$ cat src/rtl/sc_alien_hit_detector.sv
// Collision stage for the 2x6 alien formation: tracks the alive mask and emits one
// active-low count pulse plus a one-cycle bullet-retire pulse per kill.
module sc_alien_hit_detector #(
    parameter int unsigned ALIEN_ROWS        = 2,
    parameter int unsigned ALIEN_COLS        = 6,
    parameter int unsigned POS_WIDTH         = 3,
    parameter int unsigned KILL_PULSE_CYCLES = 2
) (
    input  logic                             SC_HITDET_CLOCK_50,
    input  logic                             SC_HITDET_RESET_InLow,
    input  logic                             SC_HITDET_load_InLow,
    input  logic                             SC_HITDET_bulletValid_InLow,
    input  logic [POS_WIDTH-1:0]             SC_HITDET_bulletRow_InBus,
    input  logic [POS_WIDTH-1:0]             SC_HITDET_bulletCol_InBus,
    input  logic [POS_WIDTH-1:0]             SC_HITDET_gridRow_InBus,
    input  logic [POS_WIDTH-1:0]             SC_HITDET_gridCol_InBus,
    output logic                             SC_HITDET_count_OutLow,
    output logic                             SC_HITDET_bulletKill_OutLow,
    output logic [ALIEN_ROWS*ALIEN_COLS-1:0] SC_HITDET_aliveMask_OutBus,
    output logic [3:0]                       SC_HITDET_hitIndex_OutBus
);

    localparam int unsigned N_ALIENS = ALIEN_ROWS * ALIEN_COLS;
    localparam int unsigned IDX_W    = 4;
    localparam int unsigned PCNT_W   = 3;

    typedef enum logic [1:0] {
        IDLE = 2'd0,
        KILL = 2'd1,
        HOLD = 2'd2
    } state_t;

    state_t                r_state,        w_next_state;
    logic [N_ALIENS-1:0]   r_alive_mask,   w_next_alive_mask;
    logic                  r_count_n,      w_next_count_n;
    logic                  r_bullet_kill_n, w_next_bullet_kill_n;
    logic [IDX_W-1:0]      r_hit_index,    w_next_hit_index;
    logic [PCNT_W-1:0]     r_pulse_cnt,    w_next_pulse_cnt;

    logic [POS_WIDTH-1:0]  w_rel_row;
    logic [POS_WIDTH-1:0]  w_rel_col;
    logic                  w_in_range;
    logic [IDX_W-1:0]      w_idx;
    logic                  w_hit;

    // Relative position; the >= guards stop an underflowing subtraction from aliasing into range.
    always_comb begin
        w_rel_row  = SC_HITDET_bulletRow_InBus - SC_HITDET_gridRow_InBus;
        w_rel_col  = SC_HITDET_bulletCol_InBus - SC_HITDET_gridCol_InBus;
        w_in_range = (SC_HITDET_bulletRow_InBus >= SC_HITDET_gridRow_InBus) &&
                     (w_rel_row < POS_WIDTH'(ALIEN_ROWS)) &&
                     (SC_HITDET_bulletCol_InBus >= SC_HITDET_gridCol_InBus) &&
                     (w_rel_col < POS_WIDTH'(ALIEN_COLS));
        w_idx      = IDX_W'(32'(w_rel_row) * ALIEN_COLS + 32'(w_rel_col));
        w_hit      = !SC_HITDET_bulletValid_InLow && w_in_range && r_alive_mask[w_idx];
    end

    // Next-state and registered-output logic
    always_comb begin
        w_next_state         = r_state;
        w_next_alive_mask    = r_alive_mask;
        w_next_count_n       = r_count_n;
        w_next_bullet_kill_n = 1'b1;
        w_next_hit_index     = r_hit_index;
        w_next_pulse_cnt     = r_pulse_cnt;

        case (r_state)
            IDLE: begin
                if (!SC_HITDET_load_InLow) begin
                    w_next_alive_mask = {N_ALIENS{1'b1}};
                end else if (w_hit) begin
                    w_next_alive_mask    = r_alive_mask & ~(N_ALIENS'(1) << w_idx);
                    w_next_hit_index     = w_idx;
                    w_next_count_n       = 1'b0;
                    w_next_bullet_kill_n = 1'b0;
                    w_next_pulse_cnt     = PCNT_W'(1);
                    w_next_state         = KILL;
                end
            end
            KILL: begin
                if (!SC_HITDET_load_InLow) begin
                    w_next_alive_mask = {N_ALIENS{1'b1}};
                    w_next_count_n    = 1'b1;
                    w_next_pulse_cnt  = '0;
                    w_next_state      = IDLE;
                end else if (r_pulse_cnt == PCNT_W'(KILL_PULSE_CYCLES)) begin
                    w_next_count_n   = 1'b1;
                    w_next_pulse_cnt = '0;
                    w_next_state     = HOLD;
                end else begin
                    w_next_pulse_cnt = r_pulse_cnt + PCNT_W'(1);
                end
            end
            HOLD: begin
                if (!SC_HITDET_load_InLow) begin
                    w_next_alive_mask = {N_ALIENS{1'b1}};
                    w_next_count_n    = 1'b1;
                    w_next_state      = IDLE;
                end else if (SC_HITDET_bulletValid_InLow) begin
                    w_next_state = IDLE;
                end
            end
            default: begin
                w_next_count_n   = 1'b1;
                w_next_pulse_cnt = '0;
                w_next_state     = IDLE;
            end
        endcase
    end

    // State and output registers
    always_ff @(posedge SC_HITDET_CLOCK_50 or negedge SC_HITDET_RESET_InLow) begin
        if (!SC_HITDET_RESET_InLow) begin
            r_state         <= IDLE;
            r_alive_mask    <= {N_ALIENS{1'b1}};
            r_count_n       <= 1'b1;
            r_bullet_kill_n <= 1'b1;
            r_hit_index     <= '0;
            r_pulse_cnt     <= '0;
        end else begin
            r_state         <= w_next_state;
            r_alive_mask    <= w_next_alive_mask;
            r_count_n       <= w_next_count_n;
            r_bullet_kill_n <= w_next_bullet_kill_n;
            r_hit_index     <= w_next_hit_index;
            r_pulse_cnt     <= w_next_pulse_cnt;
        end
    end

    assign SC_HITDET_count_OutLow      = r_count_n;
    assign SC_HITDET_bulletKill_OutLow = r_bullet_kill_n;
    assign SC_HITDET_aliveMask_OutBus  = r_alive_mask;
    assign SC_HITDET_hitIndex_OutBus   = r_hit_index;

endmodule

$ cat config.mk
export PLATFORM = sky130hd
export DESIGN_NAME = sc_alien_hit_detector
export DESIGN_NICKNAME = d
export VERILOG_FILES = /design/src/rtl/sc_alien_hit_detector.sv
export SDC_FILE = /design/constraint.sdc
export NUM_CORES = 1
export LEC_CHECK = 0
export BUFFER_PORTS_ARGS = -buffer_cell sky130_fd_sc_hd__buf_2
export CAP_MARGIN = 20
export CORE_ASPECT_RATIO = 1.2
export CORE_UTILIZATION = 45
export CTS_BUF_LIST = sky130_fd_sc_hd__clkbuf_8
export CTS_CLUSTER_DIAMETER = 30
export DETAILED_ROUTE_END_ITERATION = 7
export PLACE_DENSITY = 0.69
export SLEW_MARGIN = 10
export SYNTH_ARGS = -nofsm -noshare
export SYNTH_HDL_FRONTEND = slang
export SYNTH_SLANG_ARGS = --single-unit
$ cat constraint.sdc
create_clock -name SC_HITDET_CLOCK_50 -period 5.5 [get_ports SC_HITDET_CLOCK_50]
set_clock_uncertainty 0.2 [all_clocks]
set_input_delay 1.1 -clock SC_HITDET_CLOCK_50 [delete_from_list [all_inputs] [get_ports SC_HITDET_CLOCK_50]]
set_output_delay 1.1 -clock SC_HITDET_CLOCK_50 [all_outputs]
set_load 0.05 [all_outputs]
==> flow_summary.json <==
{
  "status": "finished, final reports clean",
  "grt_pass1_vias": 1354,
  "synth_area_leader_cell": "dfstp_2",
  "ctsResizeCount": 0,
  "multiInputGateArea_um2": 912.1,
  "synth_flop_cell": "dfstp_2",
  "fmax_mhz": 227.2,
  "grt_pass1_wl_um": 6189,
  "critPathKind": "in2reg",
  "pre_cts_ws_ns": 0.8547,
  "min_to": "SC_HITDET_aliveMask_OutBus[9]$_DFFE_PN1P_",
  "maxSlewHeadroom_pct": 41.16,
  "syn-num-nets": 193,
  "rows": 23,
  "drt-total-wl_um": 3570,
  "vias": 1300,
  "min_period_ns": 4.401,
  "fp.dieH_um": 67.25,
  "drive_above_1_share_pct": 32.99,
  "grt_overflow": 0,
  "design_area_mm2": 0.001831,
  "ant_nets": 0,
  "synth_cell_types": 44,
  "start_util_pct": 47.42,
  "dieArea_mm2": 0.003791,
  "yosys_warnings": 0,
  "drt-initial-drc-count": 51,
  "placed_area_mm2": 0.001784,
  "gp_congestion": 0.8525,
  "crit_family": "adder cells",
  "cts_setup_buffers": 0,
  "synthTopCellsByCount": "20 x nor2_1, 17 x inv_1, 14 x dfstp_2, 13 x ha_1, 12 x a21oi_1",
  "path_buf_inv": 3,
  "synth_edf_count": 0,
  "synth_top_area_share_pct": 23.04,
  "vdd_ir_drop_max_v": 0.0002608,
  "critPathLaunchType": "input pin",
  "gr-usage-met3_pct": 3.065,
  "grtUsageMet1_pct": 23.29,
  "use_met2_pct": 41.52,
  "hold_depth": 2,
  "path_cells": "buf_2 -> inv_1 -> ha_1 -> inv_1 -> fa_1 -> ha_1 -> fa_1 -> mux4_2 -> mux2_4 -> mux2i_4 -> nor3_4 -> mux2_4",
  "yosysMostFrequentCell": "nor2_1",
  "hp-class": "reg2reg",
  "hold_buffers": 0,
  "max_slew.worst_pin.slew_ns": 0.8716,
  "postSynthAreaPerCell_um2": 9.916,
  "cp_slowest_cell": "fa_1",
  "n_antenna_cell": 0,
  "ys_ff_latch": 23,
  "antenna_found_initial": 0,
  "hold_viol": 0,
  "fin_tns_setup_ns": 0,
  "regArea_um2": 593.1,
  "power_mw": 0.8173,
  "drc_errors": 0,
  "syn_to_final_growth_pct": 14.66,
  "cts.htree.levels": 1,
  "wl_per_cell_um": 15.45,
  "synthArstFlopShare_pct": 100.0,
  "cts_buffer_depth": 2,
  "die_x_um": 56.38,
  "cts_root_buffer": "clkbuf_8",
  "cp.required_ns": 5.45,
  "maxCapViolCount": 0,
  "netlist_area_mm2": 0.001597,
  "grt_usage_pct": 20.90,
  "clock_sinks": 23,
  "slew_violations": 0,
  "syn_inst": 161,
  "core_mm2": 0.003367,
  "hold_start": "SC_HITDET_aliveMask_OutBus[9]$_DFFE_PN1P_",
  "fin_nets": 227,
  "final.fill_count": 315,
  "worst_r2r_endpoint": "SC_HITDET_hitIndex_OutBus[2]$_DFFE_PN0P_",
  "clock_insertion_delay_worst_skew_ns": 0.26,
  "first_pass_iters": 4,
  "numPortBuffers": 33,
  "seq_area_frac_synth_pct": 37.15,
  "worstSetupStartpoint": "SC_HITDET_bulletRow_InBus[0]",
  "setup_viol": 0,
  "crit_fanout": 10,
  "r2r_start": "SC_HITDET_aliveMask_OutBus[8]$_DFFE_PN1P_",
  "boundaryPins": 34,
  "ff2ff_setup_slack_ns": 3.27,
  "setup_slack_ns": 1.099,
  "reg2reg_depth": 5,
  "grt-busiest-layer": "met2",
  "power_density_mw_per_mm2": 446.5,
  "fin_crit_sh_pct": 80.02,
  "crit_path_max_incr_delay_ns": 0.70,
  "hold_ws_ns": 0.3149,
  "drt-vias-per-instance": 5.628,
  "grt_max_degree": 24,
  "endpoint_kind": "flop",
  "cts_tree": "built",
  "cts_buffers": 3,
  "worst_ep_arrival_time_ns": 4.35,
  "synth_area_leaders": "dfstp_2 23%, dfrtp_1 14%, ha_1 10%",
  "leakage_nw": 0.8116,
  "hpwl_um": 2832,
  "rsz0062_at_grt": "false",
  "clk_pin_slew_ns": 0.09
}
how the worst max path moves through the flow:
stage | end | slack (ns) | cells past startpoint
after global placement | SC_HITDET_hitIndex_OutBus[1]$_DFFE_PN0P_ | 0.93 | 12
after CTS | SC_HITDET_hitIndex_OutBus[2]$_DFFE_PN0P_ | 1.11 | 12
after floorplan | SC_HITDET_hitIndex_OutBus[1]$_DFFE_PN0P_ | 1.19 | 11
after global routing | SC_HITDET_hitIndex_OutBus[2]$_DFFE_PN0P_ | 0.95 | 12
after detailed placement | SC_HITDET_hitIndex_OutBus[2]$_DFFE_PN0P_ | 0.85 | 12
final | SC_HITDET_hitIndex_OutBus[2]$_DFFE_PN0P_ | 1.10 | 12
kinds of logic (layout without fill, tap and decap cells):
logic type	after synthesis	count (layout)	synth area share, %
fa+ha+maj	16	16	13.95
buf+inv	22	55	5.721
xor+xnor	4	4	2.665
flops	23	23	37.15
simple gates	50	50	15.75
mux	9	9	9.717
compound gates	37	37	15.05
power by group:
| part | leakage, nW | switching, mW | internal (mW) |
|---|---|---|---|
| logic | 0.525 | 0.298 | 0.159 |
| registers | 0.261 | 0.0334 | 0.220 |
| clock network | 0.0255 | 0.0558 | 0.0505 |
layer usage:
layer	part of all wire (%)	vias up
met2	55	43
met4	1.2	0
li1	-	630
met3	3.5	5
met1	40	622
met5	0	-
flip-flops by register name (all words and copies together) (netlist names):
signal                       flops
r_pulse_cnt                      3
r_state                          2
SC_HITDET_bulletKill_OutLow      1
SC_HITDET_hitIndex_OutBus        4
SC_HITDET_count_OutLow           1
SC_HITDET_aliveMask_OutBus      12
worst register-to-register path, cell delays in order (launching register included):
cell	delay [ns]
dfstp_2	0.56
mux4_2	0.24
nor2b_1	0.25
mux2i_4	0.17
nor3_4	0.36
mux2_4	0.34
metrics by stage:
stage	cells	utilization, %
finish	231	54.37
global placement	227	52.99
floorplan	161	-
CTS	231	54.37
global route	231	54.37
detailed placement	227	52.99
layout by cell type (no fill, tap or decap), drive strengths merged, types with 4 or more instances in the layout:
cell type,n
buf,33
nor2,20
inv,18
dfstp,14
ha,13
a21oi,12
nand2,10
dfrtp,9
o21ai,7
nor2b,6
a31oi,4
final cells by class:
class                      count  area share, %
tap                           37          2.529
clock buffer                   3          2.256
multi-input combinational    116          49.83
timing repair buffer          33          9.023
sequential                    23          32.40
inverter                      18          3.691
clock inverter                 1         0.2734
(Power assumes the default switching activity.)
